[src/rtl/store_write_buffer_pkg.sv]
// Shared control typedefs for the store path.
//   InstructionTypes : instruction class presented with a store request
//   StoreBufState    : store write buffer FSM encoding
//   STORE_BUF_DEPTH  : default number of buffer entries
package ControlTypeDefs;

  localparam int STORE_BUF_DEPTH = 4;

  typedef enum logic [2:0] {
    INSTR_NOP  = 3'd0,
    LOAD_BYTE  = 3'd1,
    LOAD_HALF  = 3'd2,
    LOAD_WORD  = 3'd3,
    STORE_BYTE = 3'd4,
    STORE_HALF = 3'd5,
    STORE_WORD = 3'd6,
    INSTR_ALU  = 3'd7
  } InstructionTypes;

  typedef enum logic [1:0] {
    IDLE  = 2'd0,
    SEND  = 2'd1,
    FLUSH = 2'd2
  } StoreBufState;

endpackage

[src/rtl/store_write_buffer_align.sv]
// store_align: combinational lane alignment of store data.
//   i_type       : instruction class (only STORE_* produce a store)
//   i_offset     : byte offset within the word (address bits [1:0])
//   i_data       : register data, LSB-justified
//   o_data       : data replicated onto the addressed lanes
//   o_byte_en    : per-byte write enables
//   o_is_store   : i_type is one of the store classes
//   o_misaligned : store whose offset does not match its size
module store_align
  import ControlTypeDefs::*;
#(
  parameter int DATA_WIDTH = 32
) (
  input  InstructionTypes       i_type,
  input  logic [1:0]            i_offset,
  input  logic [DATA_WIDTH-1:0] i_data,
  output logic [DATA_WIDTH-1:0] o_data,
  output logic [3:0]            o_byte_en,
  output logic                  o_is_store,
  output logic                  o_misaligned
);

  always_comb begin
    o_data       = '0;
    o_byte_en    = '0;
    o_is_store   = 1'b0;
    o_misaligned = 1'b0;
    case (i_type)
      STORE_BYTE: begin
        o_is_store = 1'b1;
        o_data     = {(DATA_WIDTH/8){i_data[7:0]}};
        o_byte_en  = 4'b0001 << i_offset;
      end
      STORE_HALF: begin
        o_is_store   = 1'b1;
        o_misaligned = i_offset[0];
        o_data       = {(DATA_WIDTH/16){i_data[15:0]}};
        o_byte_en    = 4'b0011 << i_offset;
      end
      STORE_WORD: begin
        o_is_store   = 1'b1;
        o_misaligned = |i_offset;
        o_data       = i_data;
        o_byte_en    = 4'b1111;
      end
      default: ;
    endcase
  end

endmodule

[src/rtl/store_write_buffer.sv]
// store_write_buffer: FIFO of aligned stores draining to a memory write port.
//   iClk/iRst_n                 : clock, async active-low reset
//   iStoreValid/iStoreType/iAddress/iStoreData : store request
//   oStoreReady/oMisaligned     : intake ready, rejected-misaligned pulse
//   iFlush/oFlushDone           : drain request, completion pulse
//   oMemValid/oMemAddress/oMemData/oMemByteEn/iMemReady : memory write port
//   iLoadAddress/oLoadConflict  : load hazard check against pending words
//   oCount/oEmpty/oFull         : occupancy
module store_write_buffer
  import ControlTypeDefs::*;
#(
  parameter int DATA_WIDTH = 32,
  parameter int DEPTH      = STORE_BUF_DEPTH
) (
  input  logic                    iClk,
  input  logic                    iRst_n,
  input  logic                    iStoreValid,
  input  InstructionTypes         iStoreType,
  input  logic [DATA_WIDTH-1:0]   iAddress,
  input  logic [DATA_WIDTH-1:0]   iStoreData,
  output logic                    oStoreReady,
  output logic                    oMisaligned,
  input  logic                    iFlush,
  output logic                    oFlushDone,
  output logic                    oMemValid,
  output logic [DATA_WIDTH-1:0]   oMemAddress,
  output logic [DATA_WIDTH-1:0]   oMemData,
  output logic [3:0]              oMemByteEn,
  input  logic                    iMemReady,
  input  logic [DATA_WIDTH-1:0]   iLoadAddress,
  output logic                    oLoadConflict,
  output logic [$clog2(DEPTH):0]  oCount,
  output logic                    oEmpty,
  output logic                    oFull
);

  localparam int PW = $clog2(DEPTH);
  localparam int CW = PW + 1;
  localparam logic [CW-1:0] LP_DEPTH = CW'(DEPTH);
  localparam logic [CW-1:0] LP_ONE   = CW'(1);

  StoreBufState            r_state, w_state_nxt;
  logic [PW-1:0]           r_wr_ptr, r_rd_ptr;
  logic [CW-1:0]           r_count;
  logic [DEPTH-1:0]        r_valid;
  logic [DATA_WIDTH-1:0]   r_addr [DEPTH];
  logic [DATA_WIDTH-1:0]   r_data [DEPTH];
  logic [3:0]              r_be   [DEPTH];
  logic                    r_misaligned, r_flush_done;

  logic [DATA_WIDTH-1:0]   w_al_data;
  logic [3:0]              w_al_be;
  logic                    w_is_store, w_misaligned;
  logic                    w_accept, w_enq, w_deq, w_last_deq, w_flush_done_nxt;
  logic                    w_unused_load_offset;

  store_align #(.DATA_WIDTH(DATA_WIDTH)) u_align (
    .i_type       (iStoreType),
    .i_offset     (iAddress[1:0]),
    .i_data       (iStoreData),
    .o_data       (w_al_data),
    .o_byte_en    (w_al_be),
    .o_is_store   (w_is_store),
    .o_misaligned (w_misaligned)
  );

  assign w_unused_load_offset = ^iLoadAddress[1:0];

  assign oMemValid   = (r_count != '0);
  assign oEmpty      = (r_count == '0);
  assign oFull       = (r_count == LP_DEPTH);
  assign oCount      = r_count;
  assign oMemAddress = r_addr[r_rd_ptr];
  assign oMemData    = r_data[r_rd_ptr];
  assign oMemByteEn  = r_be[r_rd_ptr];
  assign oMisaligned = r_misaligned;
  assign oFlushDone  = r_flush_done;

  assign w_accept   = iStoreValid && oStoreReady && w_is_store;
  assign w_enq      = w_accept && !w_misaligned;
  assign w_deq      = oMemValid && iMemReady;
  assign w_last_deq = w_deq && (r_count == LP_ONE);

  // FSM: state register
  always_ff @(posedge iClk or negedge iRst_n) begin
    if (!iRst_n) r_state <= IDLE;
    else         r_state <= w_state_nxt;
  end

  // FSM: next state. A flush raised in the same cycle that empties the
  // buffer (or while it is empty) completes immediately instead of
  // entering FLUSH with nothing left to drain.
  always_comb begin
    w_state_nxt = r_state;
    case (r_state)
      IDLE:    if (w_enq) w_state_nxt = iFlush ? FLUSH : SEND;
      SEND: begin
        if (iFlush)                     w_state_nxt = (w_last_deq && !w_enq) ? IDLE : FLUSH;
        else if (w_last_deq && !w_enq)  w_state_nxt = IDLE;
      end
      FLUSH:   if (w_last_deq) w_state_nxt = IDLE;
      default: w_state_nxt = IDLE;
    endcase
  end

  // FSM: outputs
  always_comb begin
    oStoreReady      = (r_count < LP_DEPTH) && (r_state != FLUSH);
    w_flush_done_nxt = 1'b0;
    case (r_state)
      IDLE:    w_flush_done_nxt = iFlush;
      SEND:    w_flush_done_nxt = iFlush && w_last_deq && !w_enq;
      FLUSH:   w_flush_done_nxt = w_last_deq;
      default: w_flush_done_nxt = 1'b0;
    endcase
  end

  always_ff @(posedge iClk or negedge iRst_n) begin
    if (!iRst_n) begin
      r_wr_ptr     <= '0;
      r_rd_ptr     <= '0;
      r_count      <= '0;
      r_valid      <= '0;
      r_misaligned <= 1'b0;
      r_flush_done <= 1'b0;
    end else begin
      r_misaligned <= w_accept && w_misaligned;
      r_flush_done <= w_flush_done_nxt;
      if (w_enq) begin
        r_wr_ptr          <= r_wr_ptr + PW'(1);
        r_valid[r_wr_ptr] <= 1'b1;
      end
      if (w_deq) begin
        r_rd_ptr          <= r_rd_ptr + PW'(1);
        r_valid[r_rd_ptr] <= 1'b0;
      end
      case ({w_enq, w_deq})
        2'b10:   r_count <= r_count + LP_ONE;
        2'b01:   r_count <= r_count - LP_ONE;
        default: r_count <= r_count;
      endcase
    end
  end

  // Entry payload needs no reset; r_valid qualifies every use.
  always_ff @(posedge iClk) begin
    if (w_enq) begin
      r_addr[r_wr_ptr] <= {iAddress[DATA_WIDTH-1:2], 2'b00};
      r_data[r_wr_ptr] <= w_al_data;
      r_be[r_wr_ptr]   <= w_al_be;
    end
  end

  always_comb begin
    oLoadConflict = 1'b0;
    for (int unsigned i = 0; i < DEPTH; i++) begin
      if (r_valid[i] && (r_addr[i][DATA_WIDTH-1:2] == iLoadAddress[DATA_WIDTH-1:2]))
        oLoadConflict = 1'b1;
    end
  end

endmodule

[config.mk]
export PLATFORM = sky130hd
export DESIGN_NAME = store_write_buffer
export DESIGN_NICKNAME = d
export VERILOG_FILES = /design/src/rtl/store_write_buffer_pkg.sv /design/src/rtl/store_write_buffer_align.sv /design/src/rtl/store_write_buffer.sv
export SDC_FILE = /design/constraint.sdc
export NUM_CORES = 1
export LEC_CHECK = 0
export ABC_AREA = 1
export ABC_CLOCK_PERIOD_IN_PS = 6400
export BUFFER_PORTS_ARGS = -buffer_cell sky130_fd_sc_hd__buf_2
export CAP_MARGIN = 20
export CORE_ASPECT_RATIO = 0.9
export CORE_UTILIZATION = 59
export DETAILED_ROUTE_END_ITERATION = 6
export PLACE_DENSITY = 0.84
export SLEW_MARGIN = 20
export SYNTH_ARGS = -nofsm -noshare
export SYNTH_HDL_FRONTEND = slang
export SYNTH_HIERARCHICAL = 1
export SYNTH_SLANG_ARGS = --single-unit
[constraint.sdc]
create_clock -name iClk -period 6.4 [get_ports iClk]
set_input_delay 1.28 -clock iClk [delete_from_list [all_inputs] [get_ports iClk]]
set_output_delay 1.28 -clock iClk [all_outputs]
set_load 0.1 [all_outputs]
Word level (Yosys, flattened, before mapping)
Memory sizes are Yosys's and may differ from the RTL's.
Index checks and enable logic that the tools add are counted.
{"block": "op_classes", "bitwise": 3, "mux": 25, "shift": 2, "reduce_logical": 25, "eq_ne": 17, "n_addsub": 4, "magnitude_cmp": 5}
{"op": "$eq A30 B30 Y1", "n": 4}
{"op": "$pmux W32 S3", "n": 1}
{"op": "$logic_and A1 B1 Y1", "n": 16}
{"op": "$eq A3 B3 Y1 const B", "n": 4}
{"op": "$mux W2", "n": 6}
{"op": "$pmux W4 S3", "n": 1}
{"op": "$mux W1", "n": 9}
{"op": "$mux W4", "n": 2}
{"op": "$lt A2 B3 Y1 const B", "n": 2}
{"op": "$ne A2 B2 Y1 const B", "n": 3}
{"op": "$pmux W2 S3", "n": 1}
{"op": "$pmux W3 S2", "n": 1}
{"op": "$add A2 B1 Y2 const B", "n": 2}
{"op": "$and A4 B4 Y4", "n": 1}
{"op": "$demux W1 S2", "n": 2}
{"op": "$eq A2 B1 Y1 const B", "n": 2}
{"op": "$eq A2 B2 Y1 const B", "n": 2}
{"op": "$ge A2 B1 Y1 const B", "n": 2}
{"op": "$not A4 Y4", "n": 1}
{"op": "$or A4 B4 Y4", "n": 1}
{"op": "$shl A1 B2 Y4 const A", "n": 1}
{"op": "$shl A2 B2 Y4 const A", "n": 1}
{"op": "$add A3 B1 Y3 const B", "n": 1}
{"op": "$eq A3 B1 Y1 const B", "n": 1}
{"op": "13 further kinds", "n": 14}
{"block": "word_totals", "memories": 3, "ramBits": 264, "reg_bits": 15}
{"memory": "r_data", "words": 4, "word_bits": 32, "rd": 1, "rd_clocked_by_memory_dff": 0, "wr": 1, "line_no": "store_write_buffer.sv:47", "text": "logic [DATA_WIDTH-1:0] r_data [DEPTH];"}
{"memory": "r_addr", "words": 4, "word_bits": 30, "rd": 5, "rd_clocked_by_memory_dff": 0, "wr": 1, "line_no": "store_write_buffer.sv:46", "text": "logic [DATA_WIDTH-1:0] r_addr [DEPTH];"}
{"memory": "r_be", "words": 4, "word_bits": 4, "rd": 1, "rd_clocked_by_memory_dff": 0, "wr": 1, "line_no": "store_write_buffer.sv:48", "text": "logic [3:0] r_be [DEPTH];"}

Longest topological paths before layout
{"block": "depth", "ltp_word": 10, "depth_mapped": 13, "mapped_depth_nobuf": 13}

Modules after synthesis
The synthesis kept the hierarchy.
{"module": "store_write_buffer", "instances": 1, "cells_each": 1283, "area_per_inst_um2": 12739.7}
{"module": "store_align", "instances": 1, "cells_each": 114, "area_per_inst_um2": 506.7}

Least setup slack after synthesis
OpenSTA, ideal clock, no wires.
{"block": "synth_timing", "kind": "reg-to-output", "from": "register r_rd_ptr[1]", "to": "output oMemAddress[13]", "t_arrival_ns": 3.025, "t_required_ns": 5.120, "path_stages_with_launch": 5, "slack_ns": 2.095, "path_cell_list": "dfrtp_1 -> inv_1 -> clkbuf_1 -> o21ai_0 -> o21ai_0"}
{"block": "synth_via", "elab_chain_len": 1}
{"element": "start, declared", "line_no": "store_write_buffer.sv:43", "text": "logic [PW-1:0] r_wr_ptr, r_rd_ptr;"}
{"element": "start signal, assigned", "line_no": "store_write_buffer.sv:134", "text": "r_rd_ptr <= r_rd_ptr + PW'(1);"}
{"element": "$mem_v2 Z4 W30"}
{"element": "end, declared", "line_no": "store_write_buffer.sv:26", "text": "output logic [DATA_WIDTH-1:0] oMemAddress,"}
No other way between the ends.

Worst setup path in the final report
{"block": "layout_timing", "from": "register r_rd_ptr[1]", "to": "output oMemAddress[29]"}
Same word-level chain as after synthesis.

==> flow_metrics.env <==
export IMPL_outcome="finished clean"
export IMPL_nets=1689
export IMPL_grt_ovfl_total=0
export IMPL_synthCells=1397
export IMPL_num_fill_cells=1580
export IMPL_synth_commonest_cells="nand2_1 (387), edfxtp_1 (264), nor2_1 (195)"
export IMPL_leakagePower_nw=6.53
export IMPL_path_common_cell="buf_4"
export IMPL_synth_area_per_cell_um2=9.48
export IMPL_finalSetupViolCount=0
export IMPL_ir_drop_mv=0.608
export IMPL_grt_start_max_net_pins=73
export IMPL_tightest_slew_ps=1070
export IMPL_worstSetupEndpointType="output pin"
export IMPL_critPathBufInv=4
export IMPL_hold_viol=0
export IMPL_cts_hold_buf=0
export IMPL_dpl_hpwl_um=22600
export IMPL_power_per_cell_area_mw_per_mm2=514
export IMPL_post_cts_setup_buffers=0
export IMPL_synth_top_cell_by_area="edfxtp_1"
export IMPL_finalCritPeriodShare_pct=73.4
export IMPL_clk_latency_ps=550
export IMPL_drive_gt1_share_pct=16.6
export IMPL_cp_slowest_cell="inv_2"
export IMPL_max_cap_violations=0
export IMPL_clk_pin_slew_worst_paths_ps=60
export IMPL_ios=182
export IMPL_synth_cell_types=30
export IMPL_worstPathArrival_ps=3410
export IMPL_dr_pass1_iters=6
export IMPL_route_detailed_drc=0
export IMPL_ys_seq_area_share_pct=62.7
export IMPL_clk_path_buf_depth=3
export IMPL_rsz0062_at_grt="no"
export IMPL_cts_resized=0
export IMPL_cpPeakStageDelay_ps=670
export IMPL_syn_cell_area_mm2=0.0132
export IMPL_cp_top_family="buffers and inverters"
export IMPL_cts_root_buffer_cell="clkbuf_16"
export IMPL_vias=10700
export IMPL_drtIter0Drc=1220
export IMPL_grt_pass1_vias=9663
export IMPL_fin_skew_ps=27.3
export IMPL_crit_fanout=49
export IMPL_min_path_type="flip-flop to flip-flop"
export IMPL_core_area_mm2=0.0218
export IMPL_clock_sinks=279
export IMPL_area_delta_synth_final_pct=16.1
export IMPL_port_buffers=177
export IMPL_worstSetupPathType="flip-flop to output pin"
export IMPL_synth_most_common_cell="nand2_1"
export IMPL_globalRouteTotalUtil_pct=29.0
export IMPL_die_h_um=144
export IMPL_synth_main_ff_cell="edfxtp_1"
export IMPL_netlist_area_leader_share_pct=59.8
export IMPL_htreeDepth=1
export IMPL_gp_congestion=0.949
export IMPL_power_w=0.00790
export IMPL_cts_tree="done"
export IMPL_fmax_ghz=0.213
export IMPL_die_area_mm2=0.0231
export IMPL_finalWorstPathRequiredPeriod_ps=4690
export IMPL_finalSetupTns_ps=0
export IMPL_cts_buffers=28
export IMPL_viasPerCell=5.68
export IMPL_antenna_found_initial=3
export IMPL_ant_nets=0
export IMPL_wirelength_um=34100
export IMPL_crit_chain="buf_4 -> inv_2 -> buf_4 -> o21ai_0 -> o22ai_1 -> buf_2"
export IMPL_yosysWarnings=6
export IMPL_grt_pass1_wl_um=50900
export IMPL_die_w_um=160
export IMPL_initial_utilization_pct=60.7
export IMPL_synth_top_cells_by_area="edfxtp_1 (60%), nand2_1 (11%), o21ai_0 (5.9%)"
export IMPL_post_drt_wl_per_cell_um=18.0
export IMPL_async_reset_ff_share_pct=5.38
export IMPL_finalMaxSlewViolations=0
export IMPL_num_rows=51
export IMPL_relSlewSlack_pct=28.7
export IMPL_cp_start_kind="flip-flop"
export IMPL_synth_edff_count=264
export IMPL_cp_required_ps=5120
export IMPL_synth_seq_cells=279
==> registers in the layout, indices dropped and copies added (netlist names) <==
name / flops
r_data: 128
r_addr: 120
r_be: 16
r_valid: 4
oCount: 3
r_rd_ptr: 2
r_state: 2
r_wr_ptr: 2
oFlushDone: 1
oMisaligned: 1
==> cell families (layout without fill, tap and decap cells) <==
| kind of cell | Yosys count | count (layout) | synth area share, % |
|---|---|---|---|
| and+or+nand+nor | 617 | 617 | 18.2 |
| DFF | 279 | 279 | 62.7 |
| AOI/OAI and AO/OA | 270 | 270 | 10.8 |
| buffers and inverters | 202 | 398 | 6.02 |
| xor gates and xnor gates | 15 | 15 | 0.992 |
| adders and majority gates | 13 | 13 | 1.23 |
| other | 1 | 5 | 0.0283 |
==> worst reg2reg max path, delay by kind of cell (launching register included) <==
kind	cells	cell delay, ps
buffers and inverters	1	530
AOI/OAI and AO/OA	1	210
and+or+nand+nor	2	1130
DFF	1	490
==> stage by stage <==
step | utilization (%) | instances | cell area, µm² | setup WS [ps] | hold WS, ps
6_report | 70.4 | 1888 | 15400 | 1710 | 530
4_1_cts | 70.3 | 1884 | 15300 | 1730 | 527
2_1_floorplan | - | 1398 | 13300 | 2100 | 489
3_3_place_gp | 66.1 | 1832 | 14400 | 2290 | 505
3_5_place_dp | 66.1 | 1832 | 14400 | 2230 | 518
5_1_grt | 70.4 | 1885 | 15400 | 1580 | 560
==> cells in the final DEF, fill, tap and decap left out, types with 3 or more instances in the layout <==
| cell | Yosys | routed |
|---|---|---|
| nor2_2 | 9 | 5 |
| inv_1 | 150 | 149 |
| inv_2 | 5 | 5 |
| bufinv_16 | 0 | 3 |
| xnor2_1 | 10 | 10 |
| a21oi_1 | 64 | 64 |
| clkinv_1 | 0 | 6 |
| nand3_1 | 17 | 17 |
| clkinv_2 | 0 | 7 |
| clkbuf_16 | 0 | 28 |
| nor2_4 | 1 | 5 |
| o21ai_0 | 156 | 156 |
| o22ai_1 | 46 | 46 |
| diode_2 | 0 | 3 |
| buf_2 | 11 | 177 |
| nand2_1 | 387 | 387 |
| nand2_2 | 4 | 4 |
| dfrtp_1 | 15 | 14 |
| nor2_1 | 195 | 195 |
| edfxtp_1 | 264 | 264 |
| xor2_1 | 5 | 5 |
| buf_4 | 2 | 11 |
| ha_1 | 13 | 13 |
==> where the power goes <==
| part | switching [W] | total [W] | internal, W |
|---|---|---|---|
| combinational | 0.00345 | 0.00406 | 0.000613 |
| sequential | 0.000116 | 0.00223 | 0.00211 |
| clock | 0.000688 | 0.00162 | 0.000927 |
==> per-layer routing <==
layer | GRT usage, % | up-vias | share of wire, %
li1 | - | 5007 | -
met1 | 40.4 | 5013 | 40
met2 | 45.8 | 624 | 46
met3 | 5.85 | 70 | 11
met4 | 9.87 | 2 | 2.7
met5 | 0 | - | 0.029
==> worst paths after layout <==
check                                        start                       to  slack (ps)  depth (start not counted)
max reg2reg                  oCount[2]$_DFFE_PN0P_  r_addr[1][21]$_DFFE_PP_        3670                          4
max                        r_rd_ptr[1]$_DFFE_PN0N_          oMemAddress[29]        1710                          6
min                         r_state[0]$_DFFE_PN0P_     oFlushDone$_DFF_PN0_         530                          1
max in group asynchronous                   iRst_n  r_rd_ptr[0]$_DFFE_PN0N_        5480                          1
min reg2reg                 r_state[0]$_DFFE_PN0P_     oFlushDone$_DFF_PN0_         530                          1
min in group asynchronous                   iRst_n     oFlushDone$_DFF_PN0_         630                          1
==> layout make-up <==
| type | instances | area [µm²] | share of cell area, % |
|---|---|---|---|
| antenna | 3 | 7.51 | 0.0488 |
| multi-input combinational | 917 | 4170 | 27.1 |
| tap | 291 | 364 | 2.37 |
| sequential | 279 | 8310 | 54.0 |
| clock inverter | 23 | 214 | 1.39 |
| inverter | 156 | 591 | 3.84 |
| clock buffer | 29 | 704 | 4.58 |
| timing repair buffer | 190 | 1020 | 6.61 |
Note: power is estimated with default switching activity, not from simulation.
